==> config.mk <==
export PLATFORM = sky130hd
export DESIGN_NAME = clk_en_gen
export DESIGN_NICKNAME = d
export VERILOG_FILES = /design/src/rtl/clk_en_gen_pkg.sv /design/src/rtl/clk_en_div.sv /design/src/rtl/clk_en_gen.sv
export SDC_FILE = /design/constraint.sdc
export NUM_CORES = 1
export LEC_CHECK = 0
export ABC_AREA = 1
export CAP_MARGIN = 20
export CORE_MARGIN = 10
export CORE_UTILIZATION = 40
export CTS_CLUSTER_SIZE = 16
export DETAILED_ROUTE_END_ITERATION = 12
export PLACE_DENSITY_LB_ADDON = 0.08
export RECOVER_POWER = 50
export SETUP_SLACK_MARGIN = 0.5
export SYNTH_ARGS = -nofsm -noshare
export SYNTH_HDL_FRONTEND = slang
export SYNTH_HIERARCHICAL = 1
export SYNTH_SLANG_ARGS = --single-unit
==> constraint.sdc <==
create_clock -name mclk -period 2.2 [get_ports mclk]
set_input_delay 0.44 -clock mclk [delete_from_list [all_inputs] [get_ports mclk]]
set_output_delay 0.44 -clock mclk [all_outputs]
set_load 0.02 [all_outputs]
==> src/rtl/clk_en_gen_pkg.sv <==
// Shared definitions for the clock-enable generator: CTRL field positions,
// reset value, synchroniser depth limits and the writable-bit mask helper.
// Latency: n/a (definitions only). Backpressure: n/a.
package clk_en_gen_pkg;

  localparam int          EN_BIT    = 15;
  localparam int          SEL_BIT   = 14;
  localparam logic [15:0] CTRL_RST  = 16'h8000;
  localparam int          SYNC_MIN  = 2;
  localparam int          SYNC_MAX  = 4;

  // Bits of CTRL that are actually stored; everything else reads as 0.
  function automatic logic [15:0] ctrl_mask(input int div_w);
    logic [15:0] m;
    m = '0;
    m[EN_BIT]  = 1'b1;
    m[SEL_BIT] = 1'b1;
    for (int i = 0; i < 16; i++) begin
      if (i < div_w) m[i] = 1'b1;
    end
    return m;
  endfunction

endpackage

==> src/rtl/clk_en_div.sv <==
// One channel divider: counts source ticks, strobes clk_en on every DIV+1th tick.
// Latency: clk_en is registered, one mclk after the qualifying src tick.
// Backpressure: none; clr (config write or channel disabled) overrides src.
// Ports: mclk, reset_n (async, active low), src (tick), clr (restart phase),
//        div (terminal count), clk_en (one-cycle strobe).
module clk_en_div #(
  parameter int DIV_W = 8
) (
  input  logic             mclk,
  input  logic             reset_n,
  input  logic             src,
  input  logic             clr,
  input  logic [DIV_W-1:0] div,
  output logic             clk_en
);

  logic [DIV_W-1:0] cnt;

  always_ff @(posedge mclk or negedge reset_n) begin
    if (!reset_n) begin
      cnt    <= '0;
      clk_en <= 1'b0;
    end else if (clr) begin
      // A config write restarts the phase and suppresses any strobe this cycle.
      cnt    <= '0;
      clk_en <= 1'b0;
    end else if (src) begin
      if (cnt == div) begin
        cnt    <= '0;
        clk_en <= 1'b1;
      end else begin
        cnt    <= cnt + DIV_W'(1);
        clk_en <= 1'b0;
      end
    end else begin
      // No tick (gated or waiting on LFXT): hold phase, no strobe.
      clk_en <= 1'b0;
    end
  end

endmodule

==> src/rtl/clk_en_gen.sv <==
// NCH-channel clock-enable generator with per-channel source, divider, enable and gate.
// Latency: strobe one mclk after src; LFXT edge reaches src SYNC_STAGES+1 mclk after lfxt_clk rises.
// Backpressure: none; peripheral bus reads are combinational, writes take effect next mclk.
// Ports: mclk, reset_n, lfxt_clk (async), oscoff, gate[NCH], per_addr/per_din/per_en/per_wen,
//        per_dout (read data), clk_en[NCH] (registered strobes).
module clk_en_gen
  import clk_en_gen_pkg::*;
#(
  parameter int         NCH         = 4,
  parameter int         DIV_W       = 8,
  parameter int         SYNC_STAGES = 2,
  parameter logic [8:0] BASE_ADDR   = 9'h0A0
) (
  input  logic           mclk,
  input  logic           reset_n,
  input  logic           lfxt_clk,
  input  logic           oscoff,
  input  logic [NCH-1:0] gate,
  input  logic [7:0]     per_addr,
  input  logic [15:0]    per_din,
  input  logic           per_en,
  input  logic [1:0]     per_wen,
  output logic [15:0]    per_dout,
  output logic [NCH-1:0] clk_en
);

  localparam int SYNC_N = (SYNC_STAGES < SYNC_MIN) ? SYNC_MIN :
                          (SYNC_STAGES > SYNC_MAX) ? SYNC_MAX : SYNC_STAGES;
  localparam logic [7:0]  BASE_WADDR = BASE_ADDR[8:1];
  localparam logic [15:0] CTRL_MASK  = ctrl_mask(DIV_W);
  localparam logic [15:0] CTRL_INIT  = CTRL_RST & CTRL_MASK;

  logic [15:0]    ctrl_q [NCH];
  logic [NCH-1:0] hit;
  logic [NCH-1:0] wr_hit;
  logic           rd_en;

  // Address decode
  always_comb begin
    hit    = '0;
    wr_hit = '0;
    for (int n = 0; n < NCH; n++) begin
      hit[n]    = per_en && (per_addr == (BASE_WADDR + 8'(n)));
      wr_hit[n] = hit[n] && (per_wen != 2'b00);
    end
  end

  assign rd_en = per_en && (per_wen == 2'b00);

  // Register file, independent byte lanes
  always_ff @(posedge mclk or negedge reset_n) begin
    if (!reset_n) begin
      for (int n = 0; n < NCH; n++) ctrl_q[n] <= CTRL_INIT;
    end else begin
      for (int n = 0; n < NCH; n++) begin
        for (int b = 0; b < 2; b++) begin
          if (hit[n] && per_wen[b])
            ctrl_q[n][8*b +: 8] <= per_din[8*b +: 8] & CTRL_MASK[8*b +: 8];
        end
      end
    end
  end

  // Read mux: zero for writes and unmapped addresses
  always_comb begin
    per_dout = '0;
    for (int n = 0; n < NCH; n++) begin
      if (rd_en && hit[n]) per_dout = ctrl_q[n];
    end
  end

  // LFXT synchroniser plus one flop for rising-edge detection
  logic [SYNC_N-1:0] sync_q;
  logic              lfxt_last_q;
  logic              lfxt_tick;

  always_ff @(posedge mclk or negedge reset_n) begin
    if (!reset_n) begin
      sync_q      <= '0;
      lfxt_last_q <= 1'b0;
    end else begin
      sync_q      <= {sync_q[SYNC_N-2:0], lfxt_clk};
      lfxt_last_q <= sync_q[SYNC_N-1];
    end
  end

  assign lfxt_tick = sync_q[SYNC_N-1] & ~lfxt_last_q & ~oscoff;

  // Per-channel dividers
  for (genvar n = 0; n < NCH; n++) begin : g_ch
    logic ch_en;
    logic ch_sel;
    logic ch_src;
    logic ch_clr;

    assign ch_en  = ctrl_q[n][EN_BIT];
    assign ch_sel = ctrl_q[n][SEL_BIT];
    assign ch_src = ch_en & ~gate[n] & (ch_sel ? lfxt_tick : 1'b1);
    // Disabled channels are held at count 0 so re-enabling starts a fresh period.
    assign ch_clr = wr_hit[n] | ~ch_en;

    clk_en_div #(.DIV_W(DIV_W)) u_div (
      .mclk    (mclk),
      .reset_n (reset_n),
      .src     (ch_src),
      .clr     (ch_clr),
      .div     (ctrl_q[n][DIV_W-1:0]),
      .clk_en  (clk_en[n])
    );
  end

endmodule

* After elaboration in Yosys (flattened, before gate mapping)
Cells that the tools add are included.
** Word-level totals
- Input port bits :: 35
- Bits in registers :: 79
** Operators by class
- Bitwise gates (word level) :: 24
- Eq/ne operators :: 8
- Reduce and logical (&&, ||, !) cells :: 27
- Multiplexer cells :: 32
- Add/sub/neg operators :: 4
** Operator list (count)
- two-way mux 8 bit :: 12
- two-way mux 16 bit :: 4
- adder 8 x 1 -> 8 bit (second input constant) :: 4
- == test 8 x 7 -> 1 bit (second input constant) :: 4
- == test 8 bit :: 4
- logical AND 1 bit :: 21
- two-way mux 1 bit :: 16
- bitwise AND 1 bit :: 10
- NOT 1 bit :: 10
- nonzero test 2 bit :: 5
- bitwise OR 1 bit :: 4
- logical NOT 2 bit :: 1

* Depth between registers and ports, before layout
Gate-level depths: netlist (run 1).
- Depth in word-level cells :: 7
- Depth in mapped cells :: 14

* Hierarchy
The synthesis (run 1) kept the hierarchy.
** By module, submodules not included
- clk_en_div :: area each 678.2 sq um, sequential area each 225.2 sq um, instances 4, cells each 89
- clk_en_gen :: area each 2287.2 sq um, sequential area each 1081.0 sq um, instances 1, cells each 297

* Worst setup path after synthesis (run 1)
OpenSTA, ideal clock, no wires.
- Path kind :: input to register
- Start point :: in per_addr[0]
- End point :: reg g_ch[1].u_div.cnt[4]
- Data required time :: 2077 ps
- Stages :: 11
- Library setup time :: 123 ps
- Path buffers :: 1
- Setup slack :: 84 ps
- Arrival :: 1993 ps
- Cell sequence :: nand2_1 inv_2 nand3_1 clkbuf_1 o21ai_0 nor2_4 inv_4 nand2_4 nor2_4 xor2_1 a21oi_2
** Between the ends
- Word-level cells in the longest chain between the ends :: 5
- Elaborated cells between the ends (all ways) :: 6
- Those cells by class :: eq/ne (1); mux (1); bitwise (1); reduce/logical (3)
** RTL lines
- from (decl) :: RTL line clk_en_gen.sv:19 : input logic [7:0] per_addr,
- == test 8 x 7 -> 1 bit (*) :: RTL line clk_en_gen.sv:43 : hit[n] = per_en && (per_addr == (BASE_WADDR + 8'(n)));
- logical AND 1 bit (*) :: RTL line clk_en_gen.sv:43
- logical AND 1 bit (*) :: RTL line clk_en_gen.sv:44 : wr_hit[n] = hit[n] && (per_wen != 2'b00);
- bitwise OR 1 bit (*) :: RTL line clk_en_gen.sv:100 : assign ch_clr = wr_hit[n] | ~ch_en;
- net g_ch[1].ch_clr :: RTL line clk_en_gen.sv:94 : logic ch_clr;
- two-way mux 8 bit / nonzero test 2 bit (equally long branches)
- to (signal assigned) :: RTL line clk_en_div.sv:32 : cnt <= cnt + DIV_W'(1);
- to (decl) :: RTL line clk_en_div.sv:17 : logic [DIV_W-1:0] cnt;
The timed path passes the listed nets; every way through them passes the cells marked *.
A chain may end at the register's enable or synchronous reset.

* Final worst setup path (run 1)
- Start point :: in per_addr[2]
- End point :: out per_dout[6]
** Between the ends
- Word-level cells in the longest chain between the ends :: 7
- Elaborated cells between the ends (all ways) :: 16
- Those cells by class :: eq/ne (4); mux (4); reduce/logical (8)
** RTL lines
- == test 8 x 7 -> 1 bit :: RTL line clk_en_gen.sv:43
- logical AND 1 bit :: RTL line clk_en_gen.sv:43
- logical AND 1 bit :: RTL line clk_en_gen.sv:68 : if (rd_en && hit[n]) per_dout = ctrl_q[n];
- two-way mux 16 bit (3 in a row) :: RTL line clk_en_gen.sv:68
- two-way mux 16 bit (*) :: RTL line clk_en_gen.sv:68
- to (decl) :: RTL line clk_en_gen.sv:23 : output logic [15:0] per_dout,
Mark *: on every way between the ends. The rest lies on a longest branch, timed or not.

==> out/results.txt, run 1 <==
status -> finished with violations
violated checks -> max-capacitance violations, max-slew violations
detailed-route DRC error count -> 0
CP required -> 1.76 ns
initial antenna violation count -> 0
Post-DP HPWL -> 9865 um
clk_skew -> 0.007628 ns
endpoint type of the worst setup path -> output pin
Worst Max-Slew Pin Slew -> 1.880 ns
CP peak stage delay -> 0.17 ns
Final period util -> 96.24%
final setup fails -> 0
area post-placement -> 0.005923 sq mm
Worst Hold End -> sync_q[1]
fill cell count -> 1136
Die Height -> 131.8 um
Hold/Removal Path Class -> flip-flop to flip-flop
fin nets -> 791
RSZ-0062 raised after global routing -> yes
Commonest cells post-synth -> nand2_1 (207), dfrtp_1 (75), inv_1 (74)
CTS Root Cell -> clkbuf_16
largest cells by area after synthesis -> dfrtp_1 (38%), nand2_1 (16%), inv_1 (5.6%)
core region area -> 0.01211 sq mm
CP cell instances -> buf_6, nor2_4, nand2_4, nor2_8, nand2_2, nor2_4, buf_12, buf_16, nor2_2, o21ai_2, nand2_2, buf_6
FMAX -> 0.4723 GHz
placed cells -> 883
RR Startpoint -> lfxt_last_q
sequential fraction of the synthesis area -> 39.64%
Reg-to-Reg End -> g_ch[3].u_div/cnt[5]
I/O pins -> 55
ys async rst share -> 100.0%
drt wl/cell -> 14.12 um
CP startpoint kind -> input port
Lkg Pwr -> 0.003144 uW
Most used DFF post-synth -> dfrtp_1
clock tree buffer depth -> 2
Avg Vias per Cell -> 4.759
top-area cell type share of the netlist area -> 37.54%
fin. max-slew vios -> 32
vias after detailed routing -> 4402
# port buffers -> 42
Cell variety after synth -> 30
Rows -> 40
Num CTS Buffers -> 9
Max-Cap Viols -> 1
Hold Path Depth -> 0
Cells after Synth -> 653
Worst path top cell family by delay -> simple AND/OR/NAND/NOR gates
Routed WL -> 13060 um
slowest CP cell -> nor2_4
vias in the first global route -> 4377
clk sink count -> 79
PwrDens -> 515.2 mW/mm^2
worst slack at placement -> -0.6580 ns
Die X -> 131.8 um
Synth area leader -> dfrtp_1
R2R setup slack -> 0.43 ns
GR Overflow Total -> 0
count leader, synth -> nand2_1
synth warn -> 6
DRT Pass-1 Iters -> 5
H-tree depth -> 3
area growth from synthesis to layout -> 37.11%
worst rel slew slack -> -25.35%
Total Die Area -> 0.01737 sq mm
Synth Cell Area -> 0.005000 sq mm
Clock Latency Late Sink -> 0.33 ns
Final Non-Filler Cells -> 925
worst-path fanout max -> 5
Final Hold Vio Count -> 0
CTS tree -> built
Initial Utilization -> 41.28%
kind of critical path -> input port to output pin
worst path bufs/invs -> 4
GRT Total Usage -> 15.08%
post-layout minimum cycle time -> 2.117 ns
Worst R2R Path Depth -> 11
DRT antenna net count -> 0
startpoint of the worst hold path -> sync_q[0]
# diodes -> 0
Worst Path Arrival -> 1.68 ns
Post-synth EDFFs -> 0
layout cells sized above 1 -> 32.76%
first-pass GRT wire length -> 21600 um
Mapped Avg Cell Area -> 7.657 sq um
pin count of the biggest net entering global routing -> 33
final design utilization -> 56.60%
Fin Hold WS -> 0.3477 ns
Final Cell Area -> 0.006855 sq mm
#FFs+latches synth -> 79
GPL Wtd Cong -> 0.9338
setup ws final -> 0.08275 ns
DRT iter0 DRCs -> 222
clock slew at reported path FFs -> 0.06 ns
VDD IR max -> 0.3551 mV
[logic make-up (layout without fill, tap and decap cells)]
logic type,after synthesis,in the layout,synth area share [%]
and+or+nand+nor,356,356,34.91
buffers and inverters,102,201,9.660
adders and majority gates,4,4,1.001
xor gates and xnor gates,28,28,4.905
other,1,6,0.07500
AOI/OAI and AO/OA,83,83,9.810
DFF,79,79,39.64
[cell usage in the layout, fill, tap and decap left out, types with 10 or more instances in the layout]
master	n
inv_1	71
nand2_4	21
o21ai_1	29
nor2_1	36
nand2_2	22
o21ai_0	24
dfrtp_1	75
nand3_1	18
xnor2_1	15
a21oi_2	20
buf_4	39
nor2_4	25
clkdlybuf4s50_1	14
buf_6	26
nand3_4	10
nand2_1	183
nand4_1	14
[metal layers]
layer,GRT usage (%),wire length (um)
met1,17.27,5496
met2,26.90,6841
met3,3.392,440
met4,5.253,279
met5,0,0
[layout make-up]
class / instances / area, sq um / area share (%)
Clock buffer: 14 / 284.0 / 4.143
Clock inverter: 2 / 60.06 / 0.8761
Timing Repair Buffer: 105 / 1035 / 15.09
Tap cell: 168 / 210.2 / 3.066
Multi-Input combinational cell: 477 / 2972 / 43.35
Sequential cell: 79 / 1982 / 28.91
Inverter: 80 / 312.8 / 4.563
[timing repair]
item,4_1_cts,5_1_grt
gates resized for setup,152,47
gates cloned,3,0
hold buffers,0,0
pin swaps,29,31
endpoints found under the setup margin,66,38
buffers inserted,18,5
hold endpoints to repair,0,0
[where the power goes]
part           internal (uW)  leakage, uW  switching (uW)  total (uW)
logic                    141      0.00190             206         347
registers               1480      0.00108            27.2        1510
clock network           1120     0.000169             561        1680
total                   2740      0.00314             795        3530
[sequential cells by signal (all words and copies together) (netlist names)]
signal             count
g_ch.u_div/clk_en      4
lfxt_last_q            1
ctrl_q                40
sync_q                 2
g_ch.u_div/cnt        32
[metrics by stage]
stage,setup TNS [ns],power [uW]
6_report,0,3532
5_1_grt,-0.002398,3679
4_1_cts,0,3556
3_5_place_dp,-9.289,1838
3_3_place_gp,-8.546,1833
2_1_floorplan,0,1687
[how the worst max path moves through the flow]
stage | from | to | slack (ns) | cells after the start
after floorplan | per_addr[5] | g_ch[0].u_div/cnt[4] | 0.41 | 12
after global routing | per_addr[2] | per_dout[7] | -0.002 | 12
after CTS | per_addr[2] | per_dout[6] | 0.11 | 12
after detailed placement | per_addr[5] | per_dout[4] | -0.66 | 9
after global placement | per_addr[5] | per_dout[0] | -0.64 | 11
final | per_addr[2] | per_dout[6] | 0.08 | 12
Note: power is estimated with default switching activity, not from simulation.
==> run 2: changes to the inputs <==
PLACE_DENSITY_LB_ADDON = unset   (was 0.08)
==> run 2 against run 1 <==
Net effect:
- the flow now finishes without violations
- first-iteration DRC count up 65%
- critical path depth up 1
- fmax down 3.7%
- clock power down 12%
- critical endpoint is now per_dout[15]
- highest routed layer unchanged
==> out/results.txt, run 2 (synthesis gave the netlist of run 1 again) <==
DRT antenna net count -> 0
Worst Path Arrival -> 1.76 ns
Final Non-Filler Cells -> 942
hold buffers post-CTS -> 0
Max-Cap Viols -> 0
Worst Max-Slew Pin Slew -> 0.9624 ns
commonest non-fill, non-tap cell in the layout -> nand2_1
clk sink count -> 79
area post-placement -> 0.005893 sq mm
most frequent cells in the layout -> nand2_1 (172), dfrtp_1 (75), inv_1 (72)
FMAX -> 0.4550 GHz
clk_skew -> 0.005734 ns
I/O pins -> 55
Die Height -> 131.8 um
core region area -> 0.01211 sq mm
VDD IR max -> 0.5235 mV
Initial Utilization -> 41.28%
Die X -> 131.8 um
vias after detailed routing -> 4555
detailed-route DRC error count -> 0
CTS tree -> built
GRT Total Usage -> 16.05%
Final Cell Area -> 0.007337 sq mm
Num CTS Buffers -> 9
fin nets -> 808
Hold/Removal Path Class -> input port to asynchronous set/reset pin
# port buffers -> 42
initial antenna violation count -> 0
endpoint type of the worst setup path -> output pin
CTS Root Cell -> clkbuf_16
Lkg Pwr -> 0.003327 uW
worst rel slew slack -> 35.84%
placed cells -> 879
RSZ-0062 raised after global routing -> yes
DRT iter0 DRCs -> 366
DRT Pass-1 Iters -> 4
post-layout minimum cycle time -> 2.198 ns
max reg flops -> 40
Final Hold Vio Count -> 0
worst-path fanout max -> 5
first-pass GRT wire length -> 23020 um
GPL Wtd Cong -> 0.8857
CP required -> 1.76 ns
pin count of the biggest net entering global routing -> 37
CP startpoint kind -> input port
Total Die Area -> 0.01737 sq mm
Final period util -> 99.90%
H-tree depth -> 3
fin. max-slew vios -> 0
Routed WL -> 14270 um
final setup fails -> 0
vias in the first global route -> 4619
area growth from synthesis to layout -> 46.75%
GR Overflow Total -> 0
Avg Vias per Cell -> 4.835
Rows -> 40
PwrDens -> 455.6 mW/mm^2
kind of critical path -> input port to output pin
Post-DP HPWL -> 9467 um
Clock Latency Late Sink -> 0.33 ns
layout cells sized above 1 -> 39.41%
# diodes -> 0
clock tree buffer depth -> 2
clock slew at reported path FFs -> 0.06 ns
drt wl/cell -> 15.14 um
fill cell count -> 1007
Biggest register -> ctrl_q
final design utilization -> 60.58%
Largest regs -> ctrl_q: 40 flops, g_ch.u_div/cnt: 32 flops, g_ch.u_div/clk_en: 4 flops
status -> completed
-- run 2: worst paths after layout --
kind | from | end | slack [ns] | cells after the start
hold reg to reg | sync_q[0] | sync_q[1] | 0.35 | 0
max in group asynchronous | reset_n | ctrl_q[22] | 0.58 | 2
setup / recovery | per_addr[3] | per_dout[15] | 0.002 | 13
min in group mclk | sync_q[0] | sync_q[1] | 0.35 | 0
hold / removal | reset_n | g_ch[1].u_div/cnt[6] | 0.24 | 1
setup reg to reg | lfxt_last_q | g_ch[2].u_div/cnt[5] | 0.37 | 11
-- run 2: stage by stage --
stage	setup WS (ns)	hold slack (ns)	setup TNS, ns	power (uW)
5_1_grt	-0.04923	0.3010	-0.3449	3489
3_3_place_gp	-0.6554	0.3358	-9.498	1831
3_5_place_dp	-0.6682	0.3394	-10.33	1835
2_1_floorplan	0.4061	0.1444	0	1687
6_report	0.002184	0.2376	0	3343
4_1_cts	0.001765	0.08052	0	3352
-- run 2: what timing repair did --
item	CTS	global route
gates cloned	7	2
pin swaps	45	44
resized for setup	179	117
endpoints found under the setup margin	58	65
buffers inserted	28	10
-- run 2: worst max-delay path, stage by stage --
cell     delay (ns)
buf_8          0.10
nor2_4         0.13
nand2_4        0.08
nor2_8         0.10
buf_6          0.11
nand3_4        0.09
buf_6          0.14
buf_12         0.13
nor2_4         0.07
nor2_1         0.05
o21ai_1        0.09
nand2_2        0.09
buf_6          0.13
-- run 2: final cells by class --
cell class	instances	area [sq um]	share of cell area [%]
clock inverter	6	60.06	0.8186
sequential	79	1982	27.01
tap	168	210.2	2.865
inverter	80	310.3	4.229
timing repair buffer	121	1381	18.83
multi-input combinational	478	3154	42.99
clock buffer	10	239.0	3.257
-- run 2: report_power, final --
part           switching (uW)  leakage, uW  internal, uW
Sequential               29.0      0.00108          1480
Clock                     581     0.000144           903
Combinational             215      0.00210           137
Total                     825      0.00333          2520
-- run 2: metal layers --
layer / wire length, um / up-vias / track usage [%]
met4: 365 / 0 / 5.439
met1: 5752 / 2170 / 18.33
met2: 7692 / 81 / 28.89
li1: - / 2276 / -
met3: 454 / 28 / 3.392
met5: 0 / - / 0
==> run 3: changes to the inputs <==
REMOVE_ABC_BUFFERS = 1   (was unset)
==> run 3 against run 2 <==
Net effect:
- wire length is 4.3% lower
- die area unchanged
- design area shrank 7.2%
==> out/results.txt, run 3 (synthesis gave the netlist of run 1 again) <==
met2 usage -> 28.41%
commonest non-fill, non-tap cell in the layout -> nand2_1
Num CTS Buffers -> 9
combinational share of power -> 10.4%
switching share of power -> 26.17%
# port buffers -> 42
detailed-route DRC error count -> 0
Hold/Removal Path Class -> input port to asynchronous set/reset pin
DRT iter0 DRCs -> 328
Initial Utilization -> 41.28%
fill cell count -> 1102
Routed WL -> 13650 um
Worst Path Arrival -> 1.71 ns
clk_skew -> 0.004606 ns
GPL Wtd Cong -> 0.8499
CP startpoint kind -> input port
Final Cell Area -> 0.006805 sq mm
endpoint type of the worst setup path -> output pin
Sw Pwr -> 836.9 uW
Total Die Area -> 0.01737 sq mm
FMAX -> 0.4653 GHz
Int Power -> 2361 uW
area growth from synthesis to layout -> 36.11%
CP required -> 1.76 ns
VDD IR max -> 0.4277 mV
Clk pwr share -> 42.6%
GR Overflow Total -> 0
first-pass GRT wire length -> 22500 um
hold buffers post-CTS -> 0
DRT antenna net count -> 0
status -> completed
layer with the highest usage -> met2
Final Hold Vio Count -> 0
clock slew at reported path FFs -> 0.06 ns
RSZ-0062 raised after global routing -> yes
multi-input logic area -> 0.002972 sq mm
Die X -> 131.8 um
Post-DP HPWL -> 9265 um
setup TNS -> 0 ns
post-layout minimum cycle time -> 2.149 ns
Die Height -> 131.8 um
worst-path fanout max -> 6
# diodes -> 0
Max-Cap Viols -> 0
Reg-to-Reg End -> g_ch[2].u_div/cnt[4]
worst rel slew slack -> 30.05%
area post-placement -> 0.005774 sq mm
kind of critical path -> input port to output pin
H-tree depth -> 3
vias in the first global route -> 4543
Largest regs -> ctrl_q: 40 flops, g_ch.u_div/cnt: 32 flops, g_ch.u_div/clk_en: 4 flops
worst slack at placement -> -0.7048 ns
Lkg Pwr -> 0.003117 uW
Worst Max-Slew Pin Slew -> 1.049 ns
fin. max-slew vios -> 0
core region area -> 0.01211 sq mm
fin nets -> 793
CTS tree -> built
setup ws final -> 0.05064 ns
final design utilization -> 56.19%
drt wl/cell -> 14.72 um
CTS Root Cell -> clkbuf_16
Avg Vias per Cell -> 4.919
initial antenna violation count -> 0
Reg area -> 0.001982 sq mm
met1 Track Usage GR -> 17.91%
DRT Pass-1 Iters -> 4
Biggest register -> ctrl_q
clock tree buffer depth -> 2
Final period util -> 97.70%
max reg flops -> 40
I/O pins -> 55
part of the power in registers -> 47.0%
Clock Latency Late Sink -> 0.34 ns
GRT Total Usage -> 15.68%
pin count of the biggest net entering global routing -> 43
layout cells sized above 1 -> 32.94%
R2R setup slack -> 0.39 ns
Rows -> 40
final setup fails -> 0
PwrDens -> 470.0 mW/mm^2
met3 Use GR -> 3.430%
Worst R2R Path Depth -> 11
clk sink count -> 79
most frequent cells in the layout -> nand2_1 (194), dfrtp_1 (75), inv_1 (70)
vias after detailed routing -> 4560
RR Startpoint -> lfxt_last_q
==> run 3: cell count changes in the layout (fill, tap and decap cells not counted), sizes merged <==
cell	before	now
buf	94	80
clkbuf	16	15
bufinv	1	0
clkinvlp	2	3
==> run 3: cell type report <==
class,count,area share (%)
clock inverter,6,0.5516
sequential,79,29.12
multi-input combinational,478,43.67
tap,168,3.089
clock buffer,10,3.365
timing repair buffer,106,15.65
inverter,80,4.560
==> run 3: how the worst max path moves through the flow <==
stage	from	to	slack [ns]	cells past startpoint
floorplan	per_addr[0]	g_ch[1].u_div/cnt[4]	-0.02	10
global placement	per_addr[3]	per_dout[5]	-0.67	9
detailed placement	per_addr[3]	per_dout[5]	-0.70	9
CTS	per_addr[7]	per_dout[3]	0.07	11
global route	per_addr[5]	per_dout[4]	-0.01	11
finish	per_addr[5]	per_dout[3]	0.05	11
==> run 3: per-stage QoR <==
step,hold WS [ns],instances,power (uW)
after floorplan,0.1444,636,1669
after global placement,0.3328,881,1814
after detailed placement,0.3364,881,1820
after CTS,0.09601,915,3216
after global routing,0.3278,927,3337
final,0.2685,927,3198
==> run 3: repair_timing <==
action                     CTS  global route
cloned                       6             1
setup endpoints to repair   52            39
pin swaps                   40            42
setup buffers               12            11
gates resized for setup    171            62
==> run 3: power groups by stage <==
| stage | registers (uW) | logic (uW) | clock network [uW] |
|---|---|---|---|
| after global routing | 1510 | 364 | 1470 |
| final | 1500 | 331 | 1360 |
| after global placement | 1530 | 288 | 0 |
| after floorplan | 1520 | 149 | 0 |
| after detailed placement | 1530 | 292 | 0 |
| after CTS | 1500 | 319 | 1390 |
==> run 3: metal layers <==
layer | share of wire (%) | vias up | routed length [um]
li1 | - | 2252 | -
met1 | 40 | 2176 | 5506
met2 | 54 | 101 | 7323
met3 | 3.9 | 31 | 530
met4 | 2.1 | 0 | 287
met5 | 0 | - | 0
==> run 3: worst max-delay path: stages <==
cell     delay [ns]
buf_8          0.10
nor2_4         0.11
nand2_4        0.08
buf_6          0.12
nor2_4         0.20
buf_6          0.17
nand4_1        0.09
nand2_1        0.10
o21ai_2        0.08
nand2_1        0.09
buf_6          0.12
